--- src/rtl/seq_det_pkg.sv ---
// seq_det_pkg: shared types and helpers for the programmable sequence detector (rev 1.0).
`default_nettype none

package seq_det_pkg;

  typedef enum logic {
    MODE_NONOVL = 1'b0,
    MODE_OVL    = 1'b1
  } mode_e;

  function automatic int len_w(input int max_len);
    return $clog2(max_len + 1);
  endfunction

  // Zero or out-of-range lengths select the full pattern width.
  function automatic int clamp_len(input int len, input int max_len);
    return ((len == 0) || (len > max_len)) ? max_len : len;
  endfunction

endpackage

`default_nettype wire

--- src/rtl/seq_det_hist.sv ---
// seq_det_hist: serial history shift register and saturating fill counter (rev 1.0).
`default_nettype none

module seq_det_hist
  import seq_det_pkg::*;
#(
  parameter int MAX_LEN = 8
) (
  input  logic                       clock,
  input  logic                       reset,
  input  logic                       in,
  input  logic                       in_valid,
  input  logic                       load,
  input  logic                       restart,
  output logic [MAX_LEN-1:0]         hist,
  output logic [len_w(MAX_LEN)-1:0]  fill
);

  localparam int LEN_W = len_w(MAX_LEN);

  always_ff @(posedge clock or posedge reset) begin
    if (reset) begin
      hist <= '0;
      fill <= '0;
    end else if (load) begin
      hist <= '0;
      fill <= '0;
    end else if (in_valid) begin
      hist <= {hist[MAX_LEN-2:0], in};
      // A non-overlapping match forces a full fresh window before the next hit.
      if (restart)
        fill <= '0;
      else if (fill != LEN_W'(MAX_LEN))
        fill <= fill + LEN_W'(1);
    end
  end

endmodule

`default_nettype wire

--- src/rtl/seq_detector_param.sv ---
// seq_detector_param: runtime-programmable serial pattern detector (rev 1.0).
// Define SEQ_DET_COUNT_EN to build the saturating match counter.
`default_nettype none

module seq_detector_param
  import seq_det_pkg::*;
#(
  parameter int                 MAX_LEN = 8,
  parameter logic [MAX_LEN-1:0] RST_PAT = 8'b0000_0101,
  parameter int                 RST_LEN = 3,
  parameter int                 CNT_W   = 8
) (
  input  logic                      clock,
  input  logic                      reset,
  input  logic                      in,
  input  logic                      in_valid,
  input  logic                      overlap,
  input  logic                      pat_load,
  input  logic [MAX_LEN-1:0]        pat_in,
  input  logic [len_w(MAX_LEN)-1:0] len_in,
  output logic                      out,
  output logic [CNT_W-1:0]          match_cnt,
  input  logic                      cnt_clr
);

  localparam int             LEN_W = len_w(MAX_LEN);
  localparam logic [LEN_W:0] ONE   = 1;

  logic [MAX_LEN-1:0] pat;
  logic [MAX_LEN-1:0] hist;
  logic [MAX_LEN-1:0] window;
  logic [MAX_LEN-1:0] mask;
  logic [LEN_W-1:0]   len;
  logic [LEN_W-1:0]   fill;
  logic               match;
  logic               restart;
  logic               hist_msb_unused;
  mode_e              mode;

  seq_det_hist #(
    .MAX_LEN (MAX_LEN)
  ) u_hist (
    .clock    (clock),
    .reset    (reset),
    .in       (in),
    .in_valid (in_valid),
    .load     (pat_load),
    .restart  (restart),
    .hist     (hist),
    .fill     (fill)
  );

  always_ff @(posedge clock or posedge reset) begin
    if (reset) begin
      pat <= RST_PAT;
      len <= LEN_W'(RST_LEN);
    end else if (pat_load) begin
      pat <= pat_in;
      len <= LEN_W'(clamp_len(int'(len_in), MAX_LEN));
    end
  end

  always_comb begin
    mask = '0;
    for (int i = 0; i < MAX_LEN; i++)
      mask[i] = (i < int'(len));
  end

  // The incoming bit is part of the compared window so the hit lands on its own edge.
  assign window          = {hist[MAX_LEN-2:0], in};
  assign hist_msb_unused = hist[MAX_LEN-1];
  assign mode            = mode_e'(overlap);
  assign match   = in_valid && !pat_load &&
                   (({1'b0, fill} + ONE) >= {1'b0, len}) &&
                   (((window ^ pat) & mask) == '0);
  assign restart = match && (mode == MODE_NONOVL);

  always_ff @(posedge clock or posedge reset) begin
    if (reset)
      out <= 1'b0;
    else
      out <= match;
  end

`ifdef SEQ_DET_COUNT_EN
  logic [CNT_W-1:0] cnt;

  always_ff @(posedge clock or posedge reset) begin
    if (reset)
      cnt <= '0;
    else if (cnt_clr)
      cnt <= '0;
    else if (match && (cnt != '1))
      cnt <= cnt + CNT_W'(1);
  end

  assign match_cnt = cnt;
`else
  logic cnt_clr_unused;

  assign cnt_clr_unused = cnt_clr;
  assign match_cnt      = '0;
`endif

endmodule

`default_nettype wire
--- config.mk ---
export PLATFORM = sky130hd
export DESIGN_NAME = seq_detector_param
export DESIGN_NICKNAME = d
export VERILOG_FILES = /design/src/rtl/seq_det_pkg.sv /design/src/rtl/seq_det_hist.sv /design/src/rtl/seq_detector_param.sv
export SDC_FILE = /design/constraint.sdc
export NUM_CORES = 1
export LEC_CHECK = 0
export CORE_ASPECT_RATIO = 0.8
export CORE_MARGIN = 10
export CORE_UTILIZATION = 55
export CTS_CLUSTER_SIZE = 40
export DETAILED_ROUTE_END_ITERATION = 8
export GPL_TIMING_DRIVEN = 0
export PLACE_DENSITY = 0.84
export SYNTH_ARGS = -nofsm -noshare
export SYNTH_HDL_FRONTEND = slang
export SYNTH_HIERARCHICAL = 1
export SYNTH_SLANG_ARGS = --single-unit
--- constraint.sdc ---
create_clock -name clock -period 4.74 [get_ports clock]
set_input_delay 1.185 -clock clock [delete_from_list [all_inputs] [get_ports clock]]
set_output_delay 1.185 -clock clock [all_outputs]
set_load 0.03 [all_outputs]
# Yosys cells after proc, flatten, opt, wreduce, memory -nomap -nowiden
# Cells that the tools add are included.
[totals] output_inout_bits=9 in_bits=19 reg_bits=24 wordCells=39
[classes] mux=7 n_bitwise=3 order_cmp=10 addsub=2 n_eq_ne=1 reduce_logical=11
[op_table] op="4-bit 2-to-1 mux" n=5
[op_table] op="3-bit by 4-bit < comparator with 1-bit output, first input constant" n=4
[op_table] op="7-bit 2-to-1 mux" n=2
[op_table] op="8-bit bitwise AND" n=1
[op_table] op="8-bit zero test" n=1
[op_table] op="1-bit by 4-bit < comparator with 1-bit output, first input constant" n=2
[op_table] op="2-bit by 4-bit < comparator with 1-bit output, first input constant" n=2
[op_table] op="8-bit XOR" n=1
[op_table] op="4-bit by 1-bit adder with 5-bit output, second input constant" n=1
[op_table] op="5-bit by 4-bit >= comparator with 1-bit output" n=1
[op_table] op="4-bit by 1-bit adder with 4-bit output, second input constant" n=1
[op_table] op="4-bit > comparator, second input constant" n=1
[op_table] op="1-bit logical AND" n=4
[op_table] op="4-bit zero test" n=1
[op_table] op="4-bit != test, second input constant" n=1
[op_table] op="3-bit nonzero test" n=1
[op_table] op="2-bit AND reduction" n=1
[op_table] op="2-bit nonzero test" n=1
[op_table] op="1-bit zero test" n=1
[op_table] op="1-bit logical OR" n=1
[op_table] op="1-bit inverter" n=1

# Longest topological paths before layout
[depth] word_depth=8 ltp_mapped=10 depth_no_buf=10

# By module
# Netlist, hierarchy kept.
[modules_own_cells] mod="seq_detector_param" instances=1 cells_each=83 seq_area_each_um2=330.3 area_per_inst_um2=844.6
[modules_own_cells] mod="seq_det_hist" instances=1 cells_each=55 seq_area_each_um2=300.3 area_per_inst_um2=579.3

# Least setup slack after synthesis
# Ideal clock, no wire load.
[synth_timing] path_kind="input to register" startpoint="input port pat_load" endpoint="register u_hist.fill[0]" setup_ns=0.117 arrival_time_ns=2.953 path_stages=8 required_time_ns=4.623 path_slack_ns=1.670 n_path_buf=1 path_cell_list="clkbuf_1 nor2b_1 o221ai_1 or4_4 nor4_2 nand4bb_1 a211o_1 nand2_1"
[synth_between] elab_chain_cells=8 elab_cells_between_ends=11 classes_between="3 x mux; 8 x reduce/logical"
[synth_lines] element="start: declaration" line="seq_detector_param.sv:18" text="input logic pat_load,"
[synth_lines] element="1-bit zero test *" line="seq_detector_param.sv:73" text="assign match = in_valid && !pat_load &&"
[synth_lines] element="1-bit logical AND * (2 in series)" line="seq_detector_param.sv:73"
[synth_lines] element="1-bit logical AND *" line="seq_detector_param.sv:74" text="(({1'b0, fill} + ONE) >= {1'b0, len}) &&"
[synth_lines] element="1-bit logical AND *" line="seq_detector_param.sv:76" text="assign restart = match && (mode == MODE_NONOVL);"
[synth_lines] element="via restart" line="seq_detector_param.sv:36" text="logic restart;"
[synth_lines] element="4-bit 2-to-1 mux" line="seq_det_hist.sv:31" text="if (restart)"
[synth_lines] element="4-bit 2-to-1 mux" line="seq_det_hist.sv:28" text="end else if (in_valid) begin"
[synth_lines] element="4-bit 2-to-1 mux" line="seq_det_hist.sv:25" text="end else if (load) begin"
[synth_lines] element="end signal: assignment" line="seq_det_hist.sv:34" text="fill <= fill + LEN_W'(1);"
[synth_lines] element="end: declaration" line="seq_det_hist.sv:16" text="output logic [len_w(MAX_LEN)-1:0] fill"
# Mark *: on every way through the listed nets, which the timed path passes. The rest lies on a longest branch. The select of a mux whose other input is x is not followed.
# A chain may end at the register's enable or synchronous reset.

# Final worst setup path
[layout_timing] startpoint="input port pat_load" endpoint="register u_hist.fill[1]"
# The elaborated chain is that of the path after synthesis.

==> metrics.txt <==
# TYPE chip_impl_metric gauge
chip_impl_info{name="tritoncts",value="built"} 1
chip_impl_info{name="worst_hold_path_class",value="register to register"} 1
chip_impl_metric{name="final_estimated_routing_congestion_in_global_placement",unit=""} 0.869
chip_impl_metric{name="drive_gt1_share",unit="%"} 17.7
chip_impl_metric{name="post_layout_nonfiller_instances",unit=""} 200
chip_impl_metric{name="detail_route.drc_violations",unit=""} 0
chip_impl_metric{name="fmax",unit="GHz"} 0.273
chip_impl_metric{name="routed-via-count",unit=""} 1050
chip_impl_metric{name="post-route-cell-area",unit="um2"} 1690
chip_impl_metric{name="fp.dieH",unit="um"} 64.9
chip_impl_metric{name="cts_hold_buffers",unit=""} 0
chip_impl_metric{name="fillers",unit=""} 187
chip_impl_metric{name="number_of_global_route_vias_before_repair",unit=""} 1096
chip_impl_metric{name="timing.critical_path.arrival",unit="ns"} 3.89
chip_impl_metric{name="grt.total_usage",unit="%"} 12.6
chip_impl_metric{name="worst_slew_pin_slew",unit="ns"} 0.881
chip_impl_metric{name="syn-instance-count",unit=""} 135
chip_impl_metric{name="grt_antenna_before_repair",unit=""} 0
chip_impl_metric{name="cts_buf_count",unit=""} 3
chip_impl_metric{name="routed_wl",unit="um"} 2980
chip_impl_metric{name="rows",unit=""} 16
chip_impl_metric{name="drtAntennaViolNets",unit=""} 0
chip_impl_metric{name="detail_route.wl_per_cell",unit="um"} 14.9
chip_impl_metric{name="setup_total_negative_slack",unit="ns"} 0
chip_impl_metric{name="layout_min_cycle_time",unit="ns"} 3.66
chip_impl_metric{name="placed_instance_count",unit=""} 196
chip_impl_metric{name="max_cap_viol_count",unit=""} 0
chip_impl_metric{name="power-per-cell-area",unit="nW/um2"} 282
chip_impl_metric{name="n_antenna_cell",unit=""} 0
chip_impl_metric{name="cts_resized",unit=""} 0
chip_impl_metric{name="largest_net_degree_at_the_start_of_global_routing",unit=""} 15
chip_impl_info{name="rsz0062_at_grt",value="no"} 1
chip_impl_metric{name="path_clk_slew",unit="ns"} 0.13
chip_impl_metric{name="cts_buffer_depth",unit=""} 2
chip_impl_metric{name="globalRoute.totalOverflow",unit=""} 0
chip_impl_metric{name="synth.yosys.warnings",unit=""} 6
chip_impl_metric{name="report.final.setup_viol",unit=""} 0
chip_impl_metric{name="sinks_on_clock_net",unit=""} 24
chip_impl_info{name="worst-setup-path-type",value="input pin to register"} 1
chip_impl_metric{name="timing.max_slew.rel_slack",unit="%"} 39.8
chip_impl_metric{name="finalHoldViolations",unit=""} 0
chip_impl_info{name="cts.root.buffer_cell",value="clkbuf_4"} 1
chip_impl_metric{name="detail_route.iter0.violations",unit=""} 62
chip_impl_metric{name="nNetsFinal",unit=""} 191
chip_impl_metric{name="start_util",unit="%"} 57.2
chip_impl_metric{name="numPortBuffers",unit=""} 18
chip_impl_metric{name="syn_area_cell",unit="um2"} 10.3
chip_impl_metric{name="worst_ep_required_time",unit="ns"} 4.97
chip_impl_metric{name="post-route-period-util",unit="%"} 77.3
chip_impl_info{name="critPathLaunchType",value="input pin"} 1
chip_impl_metric{name="static_leakage",unit="nW"} 0.764
chip_impl_metric{name="viasPerCell",unit=""} 5.25
chip_impl_info{name="run_status",value="finished, final reports clean"} 1
chip_impl_metric{name="post_cts.repair.setup_buffers",unit=""} 0
chip_impl_metric{name="h-tree-depth",unit=""} 1
chip_impl_metric{name="layout_overhead_on_the_synthesized_area",unit="%"} 22.0
chip_impl_metric{name="die_w",unit="um"} 76.1
chip_impl_metric{name="clock_insertion_delay_worst_skew",unit="ns"} 0.32
chip_impl_metric{name="reg2reg_setup_slack",unit="ns"} 1.56
chip_impl_metric{name="fin_total_pwr",unit="uW"} 476
chip_impl_metric{name="irDropWorstVdd",unit="V"} 0.000183
chip_impl_metric{name="core-area",unit="um2"} 2420
chip_impl_info{name="timing.critical_path.to_type",value="register"} 1
chip_impl_metric{name="slew_viol_final",unit=""} 0
chip_impl_metric{name="fin_skew",unit="ns"} 0.00121
chip_impl_metric{name="placed_area",unit="um2"} 1640
chip_impl_metric{name="design.die.area",unit="um2"} 4940
chip_impl_metric{name="first_pass_iters",unit=""} 4
chip_impl_metric{name="critical_path.max_fanout",unit=""} 7
chip_impl_metric{name="synth.cell_area",unit="um2"} 1390
chip_impl_metric{name="detailed_place_hpwl",unit="um"} 2380
chip_impl_metric{name="grt_first_pass_wirelength",unit="um"} 5180
chip_impl_metric{name="top_level_ports",unit=""} 28
==> power breakdown <==
group          total (mW)  switching, mW  internal [mW]
Clock               0.149         0.0637         0.0855
Sequential          0.233         0.0136          0.220
Combinational      0.0939         0.0476         0.0463
==> per-layer routing <==
metal | wire length, um | up-vias | global-route usage (%) | share of wire [%]
met5 | 0 | - | 0 | 0
met4 | 18 | 0 | 2.31 | 0.60
met1 | 1270 | 503 | 14.7 | 42
met2 | 1470 | 33 | 22.1 | 49
met3 | 223 | 2 | 4.68 | 7.5
li1 | - | 512 | - | -
==> critical path, stage by stage <==
cell	delay, ns
clkdlybuf4s50_1	0.50
clkbuf_1	0.26
nor2b_1	0.16
o221ai_1	0.12
or4_4	0.54
nor4_2	0.58
nand4bb_1	0.33
a211o_1	0.17
nand2_1	0.05
==> path summary, 6_finish.rpt <==
check,from,to,cells after the start
worst min register to register,len[0],len[0],2
min in group asynchronous,reset,u_hist/hist[0],2
max in group asynchronous,reset,len[0],2
worst max register to register,u_hist/fill[0],u_hist/fill[1],9
worst min-delay path,len[0],len[0],2
worst max-delay path,pat_load,u_hist/fill[1],9
==> cell usage in the layout, fill, tap and decap left out, types with 4 or more instances in the layout <==
master	count
a21oi_1	4
xnor2_1	7
clkdlybuf4s50_1	18
mux2i_1	7
nor2_1	11
dfrtp_1	20
nand3_1	5
ha_1	7
conb_1	8
nor3_1	4
mux2_2	8
o21ai_0	6
dfstp_2	4
buf_4	9
inv_1	8
nand2_1	5
==> per-stage QoR <==
step                      util, %  hold slack (ns)  setup slack [ns]
after floorplan                 -            0.480              1.67
after global placement       67.6            0.508             0.851
after detailed placement     67.6            0.513             0.786
after CTS                    69.7            0.533              1.10
after global routing         69.7            0.553             0.854
final                        69.7            0.535              1.08
==> final cells by class <==
type	count	area (um2)	share of cell area, %
Multi-Input combinational cell	96	688	40.7
Timing Repair Buffer	18	180	10.7
Inverter	9	33.8	2.00
Clock inverter	1	30.0	1.78
Clock buffer	3	22.5	1.33
Buffer	13	83.8	4.96
Tap cell	36	45.0	2.67
Sequential cell	24	606	35.9
==> state kept, by name, summed over array words and instances (netlist names) <==
register,count
pat,8
u_hist/fill,4
u_hist/hist,7
out,1
len,4
No activity file was read; power rests on OpenSTA's default activity.
